## src/rtl/systolic_matmul_nxn.sv

```systemverilog
// rtl/systolic_matmul_nxn.sv - output-stationary N x N systolic unsigned matrix multiplier
module systolic_matmul_nxn #(
    parameter int N  = 3,
    parameter int DW = 4,
    localparam int LW   = $clog2(N),
    localparam int ACCW = 2*DW + $clog2(N),
    localparam int SUMW = ACCW + 2*$clog2(N),
    localparam int EW   = $clog2(SUMW)
) (
    input  logic            clk,
    input  logic            rst,
    input  logic            ld_en,
    input  logic            ld_sel,
    input  logic [LW-1:0]   ld_row,
    input  logic [LW-1:0]   ld_col,
    input  logic [DW-1:0]   ld_data,
    input  logic            start,
    output logic            busy,
    output logic            done,
    input  logic [LW-1:0]   rd_row,
    input  logic [LW-1:0]   rd_col,
    output logic [ACCW-1:0] rd_data,
    output logic [3:0]      norm_mant,
    output logic [EW-1:0]   norm_exp
);
    localparam int KW = $clog2(3*N);
    localparam logic [KW-1:0] KLAST = KW'(3*N-3);
    localparam logic [LW:0]   NL    = (LW+1)'(N);

    typedef enum logic [1:0] {IDLE, FEED, SUM} state_t;
    state_t state;

    logic [KW-1:0]   k;
    logic [DW-1:0]   a_mat  [N][N];
    logic [DW-1:0]   b_mat  [N][N];
    logic [DW-1:0]   a_reg  [N][N];
    logic [DW-1:0]   b_reg  [N][N];
    logic [DW-1:0]   a_in   [N][N];
    logic [DW-1:0]   b_in   [N][N];
    logic [2*DW-1:0] prod   [N][N];
    logic [ACCW-1:0] acc    [N][N];
    logic [DW-1:0]   row_in [N];
    logic [DW-1:0]   col_in [N];
    logic [SUMW-1:0] total;
    logic [3:0]      mant_c;
    logic [EW-1:0]   exp_c;

    // PE(i,j) sees the skewed edge feed in column/row 0, else its neighbour's registered operand
    for (genvar i = 0; i < N; i++) begin : g_row
        for (genvar j = 0; j < N; j++) begin : g_col
            if (j == 0) begin : g_a_edge
                assign a_in[i][j] = row_in[i];
            end else begin : g_a_pass
                assign a_in[i][j] = a_reg[i][j-1];
            end
            if (i == 0) begin : g_b_edge
                assign b_in[i][j] = col_in[j];
            end else begin : g_b_pass
                assign b_in[i][j] = b_reg[i-1][j];
            end
            assign prod[i][j] = {{DW{1'b0}}, a_in[i][j]} * {{DW{1'b0}}, b_in[i][j]};
        end
    end

    always_comb begin
        int d;
        d = 0;
        for (int i = 0; i < N; i++) begin
            row_in[i] = '0;
            col_in[i] = '0;
            d = int'(k) - i;
            if (d >= 0 && d < N) begin
                row_in[i] = a_mat[i][d[LW-1:0]];
                col_in[i] = b_mat[d[LW-1:0]][i];
            end
        end
    end

    always_comb begin
        int lead;
        lead   = 0;
        total  = '0;
        for (int i = 0; i < N; i++)
            for (int j = 0; j < N; j++)
                total = total + {{(SUMW-ACCW){1'b0}}, acc[i][j]};
        for (int b = 0; b < SUMW; b++)
            if (total[b]) lead = b;
        mant_c = total[3:0];
        exp_c  = '0;
        if (total[SUMW-1:3] != '0) begin
            mant_c = 4'(total >> (lead - 3));
            exp_c  = EW'(lead - 3);
        end
    end

    always_ff @(posedge clk) begin
        if (rst) begin
            state     <= IDLE;
            k         <= '0;
            busy      <= 1'b0;
            done      <= 1'b0;
            rd_data   <= '0;
            norm_mant <= '0;
            norm_exp  <= '0;
            for (int i = 0; i < N; i++)
                for (int j = 0; j < N; j++) begin
                    a_mat[i][j] <= '0;
                    b_mat[i][j] <= '0;
                    a_reg[i][j] <= '0;
                    b_reg[i][j] <= '0;
                    acc[i][j]   <= '0;
                end
        end else begin
            done <= 1'b0;
            if ({1'b0, rd_row} < NL && {1'b0, rd_col} < NL)
                rd_data <= acc[rd_row][rd_col];
            else
                rd_data <= '0;
            case (state)
                IDLE: begin
                    if (ld_en && {1'b0, ld_row} < NL && {1'b0, ld_col} < NL) begin
                        if (ld_sel) b_mat[ld_row][ld_col] <= ld_data;
                        else        a_mat[ld_row][ld_col] <= ld_data;
                    end
                    // done is high only in the first IDLE cycle, so a start there is dropped
                    if (start && !done) begin
                        state <= FEED;
                        k     <= '0;
                        busy  <= 1'b1;
                        for (int i = 0; i < N; i++)
                            for (int j = 0; j < N; j++) begin
                                acc[i][j]   <= '0;
                                a_reg[i][j] <= '0;
                                b_reg[i][j] <= '0;
                            end
                    end
                end
                FEED: begin
                    for (int i = 0; i < N; i++)
                        for (int j = 0; j < N; j++) begin
                            a_reg[i][j] <= a_in[i][j];
                            b_reg[i][j] <= b_in[i][j];
                            acc[i][j]   <= acc[i][j] + {{(ACCW-2*DW){1'b0}}, prod[i][j]};
                        end
                    k <= k + 1'b1;
                    if (k == KLAST) state <= SUM;
                end
                SUM: begin
                    norm_mant <= mant_c;
                    norm_exp  <= exp_c;
                    busy      <= 1'b0;
                    done      <= 1'b1;
                    state     <= IDLE;
                end
                default: state <= IDLE;
            endcase
        end
    end
endmodule

```

## config.mk

```make
export PLATFORM = sky130hd
export DESIGN_NAME = systolic_matmul_nxn
export DESIGN_NICKNAME = d
export VERILOG_FILES = /design/src/rtl/systolic_matmul_nxn.sv
export SDC_FILE = /design/constraint.sdc
export NUM_CORES = 1
export LEC_CHECK = 0
export ABC_AREA = 1
export BUFFER_PORTS_ARGS = -buffer_cell sky130_fd_sc_hd__buf_4
export CORE_UTILIZATION = 40
export CTS_BUF_LIST = sky130_fd_sc_hd__clkbuf_16
export DETAILED_ROUTE_END_ITERATION = 16
export GPL_TIMING_DRIVEN = 0
export PLACE_DENSITY = 0.64
export SETUP_SLACK_MARGIN = 0.05
export SLEW_MARGIN = 15
export SYNTH_ARGS = -nofsm -noshare
export SYNTH_HDL_FRONTEND = slang
export SYNTH_SLANG_ARGS = --single-unit
```

## constraint.sdc

```tcl
create_clock -name clk -period 8.4 [get_ports clk]
set_input_delay 1.26 -clock clk [delete_from_list [all_inputs] [get_ports clk]]
set_output_delay 1.26 -clock clk [all_outputs]
set_load 0.005 [all_outputs]
```

==> flow_summary.ini, run 1 <==
[status]
status = completed

[critical_path]
arrival_ns = 7.45
startpoint_type = register
worstSetupPathType = register to register
cp_max_fo = 13
cpPeakStageDelay_ns = 0.68
path_common_cell = nor2_1
cp_slowest_cell = a21oi_1
crit_path_end_kind = register
required_ns = 8.83

[clock_network]
path_clk_slew_ns = 0.06
cts_tree = yes
cts_made_buffers = 29
htreeDepth = 1
root_buffer = clkbuf_16
post-cts-setup-buffers = 0
cts_hold_buf = 0
clock_latency_ns = 0.59
clockBufferDepth = 3
cts_resized = 0
cts.sinks = 250

[flow_run]
drv_cap = 0

[power]
p_per_area_nw_per_um2 = 378.0
fin_total_pwr_w = 0.008433
p_leak_nw = 10.92
ir_drop_mv = 0.8415

[cells_and_area]
top_register = acc
largest_reg_flops = 90
fillCellCount = 4776
final_nets = 2824
syn_to_final_growth_pct = 10.61
reg_top3 = acc x90, b_mat x48, a_mat x36
drive_gt1_frac = 0.04733

[yosys]
synth_area_leaders = edfxtp_1 33%, fa_1 15%, ha_1 12%
synthCells = 2395
ys_ff_latch = 250
synth.avg_cell_area_sq_um = 8.422
synth_edf_count = 222
synth_ff_type = edfxtp_1
synth_top_cell_area_share = 0.3305
syn_area_sq_um = 20170
synth_warnings = 0
async_reset_ff_frac = 0
synth.distinct_cells = 45
yosysTopAreaCell = edfxtp_1
ys_seq_area_frac = 0.3583

[floorplan]
fp-row-count = 81
die-area_sq_um = 51330
coreArea_sq_um = 49360
dieHeight_microns = 226.6
start_util = 0.4087
die_w_microns = 226.6
io_pins = 37

[sta]
layout_setup_ws_ns = 1.377
hold_violations = 0
setup_viol = 0
timing.fmax_mhz = 142.4
max_slew_margin = 0.2697
finalClockSkew_ns = 0.01765
grt_setup_unrepaired = no
slew_viol_final = 0
setup_tns_ns = 0
period_minus_slack_ns = 7.023
worst_slew_pin_slew_ns = 1.095
min_period_over_period = 0.8361

[grt]
antenna_found_initial = 3
grt_usage = 0.2146
grt_pass1_vias = 15270
grt.overflow.total = 0
grt_max_degree = 49
grt_pass1_wl_microns = 83570

[detailed_routing]
ant_nets = 0
route.met3.wl_microns = 3876
wl_per_cell_microns = 16.99
dr.pass1.iters = 5
first_iter_violations = 1257
dr.max_layer_used = met5
via_count = 15680
routed_via_density = 4.966
met2_wirelength_microns = 24960
wl_met1_microns = 22910
drcViolationCount = 0
routed_wirelength_microns = 53650

[place]
port_buffers = 32
pre_cts_ws_ns = 1.569
gp_congestion = 0.9723
place_hpwl_microns = 43750

[min_path]
hold_path_class = register to register
==> metrics by stage <==
| step | util | instance area, sq um | cells | hold WS, ns |
|---|---|---|---|---|
| 2_1_floorplan | - | 20210 | 2406 | 0.4468 |
| 3_3_place_gp | 0.4312 | 21280 | 3102 | 0.4458 |
| 3_5_place_dp | 0.4323 | 21340 | 3104 | 0.4536 |
| 4_1_cts | 0.4519 | 22310 | 3157 | 0.4655 |
| 5_1_grt | 0.4520 | 22310 | 3157 | 0.4898 |
| 6_report | 0.4520 | 22310 | 3158 | 0.4646 |
==> critical path: cells and delay by family (launching register included) <==
family	cells	cell delay (ns)
adders and majority gates	6	2.47
AOI/OAI and AO/OA	7	1.72
buffers and inverters	8	1.50
and+or+nand+nor	7	0.63
DFF	1	0.38
xor gates and xnor gates	1	0.15
==> report_power, final <==
part	leakage, nW	switching (W)	internal [W]
Clock	0.470	0.000546	0.000754
Sequential	2.63	0.0000832	0.00144
Combinational	7.82	0.00377	0.00184
Total	10.9	0.00440	0.00403
==> layer usage <==
layer / vias up / track usage
met2: 475 / 0.3570
met1: 7420 / 0.2802
li1: 7683 / -
met3: 100 / 0.03978
met4: 4 / 0.07214
met5: - / 0
==> synth_stat cells (9+ instances only) <==
cell and instances:
nand3_1 57, clkbuf_1 42, o21bai_1 11, a21oi_1 128, nor2_1 369, o21ai_0 153
a31oi_1 20, nand4_1 12, inv_1 563, fa_1 149, inv_2 9, edfxtp_1 222
dfxtp_1 28, ha_1 187, nand2_1 348, nor3_1 24
==> cell families after synthesis <==
| kind of cell | after synthesis | synth area share |
|---|---|---|
| other cells | 1 | 0.0001859 |
| simple gates | 838 | 0.1669 |
| buf+inv | 621 | 0.1160 |
| fa+ha+maj | 336 | 0.2639 |
| compound gates | 344 | 0.09218 |
| flops | 250 | 0.3583 |
| xor+xnor | 5 | 0.002543 |
==> layout make-up <==
cell class | instances | area, sq um | share of cell area
sequential | 250 | 7227 | 0.3239
clock inverter | 24 | 241.5 | 0.01082
tap | 664 | 830.8 | 0.03724
inverter | 574 | 2155 | 0.09657
timing repair buffer | 34 | 287.8 | 0.01290
buffer | 47 | 185.2 | 0.008300
multi-input combinational | 1535 | 10660 | 0.4776
clock buffer | 29 | 725.7 | 0.03253
antenna | 1 | 2.502 | 0.0001122
==> final timing paths <==
path / start / end / slack [ns] / cells after the start
worst max-delay path: k[1] / acc[2][29] / 1.38 / 29
worst min-delay path: norm_mant[3] / norm_mant[3] / 0.46 / 2
worst max register to register: k[1] / acc[2][29] / 1.38 / 29
worst min register to register: norm_mant[3] / norm_mant[3] / 0.46 / 2
==> cells in the final DEF (no fill, tap or decap), drive strengths merged, types with 2 or more instances in the layout <==
cell      instances
fa              149
nor3             24
a21oi           133
nand3b            4
or2               3
clkinvlp          4
o31ai             2
edfxtp          222
o21bai           11
conb             12
nor4              2
xor2              5
nand3            58
nor2            375
nand4            13
a22oi             2
a31oi            20
ha              187
clkbuf           71
bufinv            4
buf              39
clkinv           14
o22ai             8
nand2           357
o21ai           160
and2              2
o2111ai           3
inv             576
dfxtp            28
No activity file was read; power rests on OpenSTA's default activity.
==> run 2: changes to the inputs <==
--- a/config.mk
+++ b/config.mk
@@ -11,7 +11,7 @@
 export CTS_BUF_LIST = sky130_fd_sc_hd__clkbuf_16
 export DETAILED_ROUTE_END_ITERATION = 16
 export GPL_TIMING_DRIVEN = 0
-export PLACE_DENSITY = 0.64
+export PLACE_DENSITY = 0.66
 export SETUP_SLACK_MARGIN = 0.05
 export SLEW_MARGIN = 15
 export SYNTH_ARGS = -nofsm -noshare
==> constraint.sdc (replaced) <==
create_clock -name clk -period 6.2 [get_ports clk]
set_input_delay 0.93 -clock clk [delete_from_list [all_inputs] [get_ports clk]]
set_output_delay 0.93 -clock clk [all_outputs]
set_load 0.005 [all_outputs]
==> run 2 against run 1 <==
Compared with the run above:
- die area unchanged
- combinational power increased by 42%
- wire length decreased by 0.19%
- non-clock buffer count increased by 10
- first-iteration DRC count increased by 8.9%
- sequential power increased by 35%
- total power increased by 40%
- sequential share of layout area decreased by 0.31 points
- clock power increased by 37%
- design area increased by 0.98%
- core utilization increased by 0.44 points
- largest cell class unchanged
==> flow_summary.ini, run 2 (synthesized netlist as in run 1, its figures left out) <==
[status]
status = completed

[power]
p_int_w = 0.005753
p_leak_nw = 11.02
comb_power_share = 0.674
seq_power_share = 0.175
switching_power_w = 0.006071
clock_power_share = 0.151
p_per_area_nw_per_um2 = 524.8
ir_drop_mv = 1.124
swShare = 0.5134

[sta]
finalClockSkew_ns = 0.01575
slew_viol_final = 0
hold_violations = 0
grt_setup_unrepaired = no
min_period_over_period = 0.9462
whs_ns = 0.4615
period_minus_slack_ns = 5.866
setup_viol = 0
max_slew_margin = 0.2983
worst_slew_pin_slew_ns = 1.053
timing.fmax_mhz = 170.5

[grt]
grt_usage = 0.2136
antenna_found_initial = 3
grt_max_degree = 47
grt.overflow.total = 0
grt_pass1_vias = 15610
grt_pass1_wl_microns = 83750

[detailed_routing]
via_count = 15800
ant_nets = 0
first_iter_violations = 1369
routed_wirelength_microns = 53550
drcViolationCount = 0
dr.pass1.iters = 6
routed_via_density = 4.987
wl_per_cell_microns = 16.90

[floorplan]
coreArea_sq_um = 49360
die_w_microns = 226.6
fp-row-count = 81
die-area_sq_um = 51330
dieHeight_microns = 226.6
io_pins = 37
start_util = 0.4087

[min_path]
holdPathStages = 2
hold_path_class = register to register

[cells_and_area]
final_cell_mix = 564 x inv_1, 367 x nor2_1, 346 x nand2_1, 222 x edfxtp_1, 184 x ha_1
largest_reg_flops = 90
multi_input_area_sq_um = 10740
drive_gt1_frac = 0.06028
top_register = acc
antenna-diode-count = 0
final_common_cell = inv_1
reg_top3 = acc x90, b_mat x48, a_mat x36
final_nets = 2835
syn_to_final_growth_pct = 11.69
fillCellCount = 4735
stdcell_area_sq_um = 22530
seqCellArea_sq_um = 7228

[clock_network]
clock_latency_ns = 0.58
htreeDepth = 1
cts_made_buffers = 30
clockBufferDepth = 3
cts.sinks = 250
root_buffer = clkbuf_16
cts_hold_buf = 0
path_clk_slew_ns = 0.06
cts_tree = yes

[critical_path]
startpoint_type = register
cpPeakStageDelay_ns = 0.55
crit_path_end_kind = register
rr_worst_depth = 30
cp_slowest_cell = fa_1
required_ns = 6.72
worstSetupPathType = register to register
path_common_cell = nand2_1
cp_max_fo = 7
arrival_ns = 6.39

[flow_run]
drv_cap = 0

[place]
gp_congestion = 0.9631
port_buffers = 32
placed_cell_area_sq_um = 21340
place_hpwl_microns = 43200
-- run 2: through the flow --
step	setup WS [ns]	TNS, ns	power (W)	util	cells
global placement	-0.4827	-52.37	0.009441	0.4312	3102
detailed placement	-0.6388	-2.440	0.009535	0.4324	3104
global route	0.04849	0	0.01291	0.4565	3169
floorplan	0.6967	0	0.007847	-	2406
CTS	0.06200	0	0.01144	0.4531	3159
finish	0.3337	0	0.01182	0.4565	3169
-- run 2: timing repair --
action                     4_1_cts  5_1_grt
setup buffers                    1       10
gates cloned                     0        1
pin swaps                        1        7
setup endpoints to repair       13       16
resized for setup                6       26
-- run 2: cell type report --
class,count,share of cell area
buffer,45,0.008386
multi-input combinational,1535,0.4768
sequential,250,0.3208
clock inverter,23,0.008886
timing repair buffer,46,0.01683
clock buffer,32,0.03554
inverter,574,0.09580
tap,664,0.03688
-- run 2: worst paths after layout --
kind                     start      endpoint  slack (ns)
setup reg to reg    acc[1][22]  norm_mant[3]        0.33
hold / removal    norm_mant[3]  norm_mant[3]        0.46
setup / recovery    acc[1][22]  norm_mant[3]        0.33
hold reg to reg   norm_mant[3]  norm_mant[3]        0.46
-- run 2: power groups by stage --
stage / sequential [W] / clock [W] / combinational [W]
4_1_cts: 0.00207 / 0.00181 / 0.00757
2_1_floorplan: 0.00206 / 0 / 0.00579
5_1_grt: 0.00208 / 0.00187 / 0.00896
3_5_place_dp: 0.00210 / 0 / 0.00743
6_report: 0.00207 / 0.00178 / 0.00797
3_3_place_gp: 0.00211 / 0 / 0.00733
-- run 2: layer usage --
layer | track usage | vias to the layer above | routed length (microns)
li1 | - | 7711 | -
met1 | 0.2843 | 7508 | 22850
met2 | 0.3571 | 484 | 25100
met3 | 0.03162 | 96 | 3883
met4 | 0.06757 | 4 | 1687
met5 | 0 | - | 29
-- run 2: critical path, delay by kind of cell, from the launching register on --
kind	cells	cell delay (ns)
flops	1	0.49
simple gates	13	1.24
compound gates	4	0.80
fa+ha+maj	7	2.73
buf+inv	6	0.55
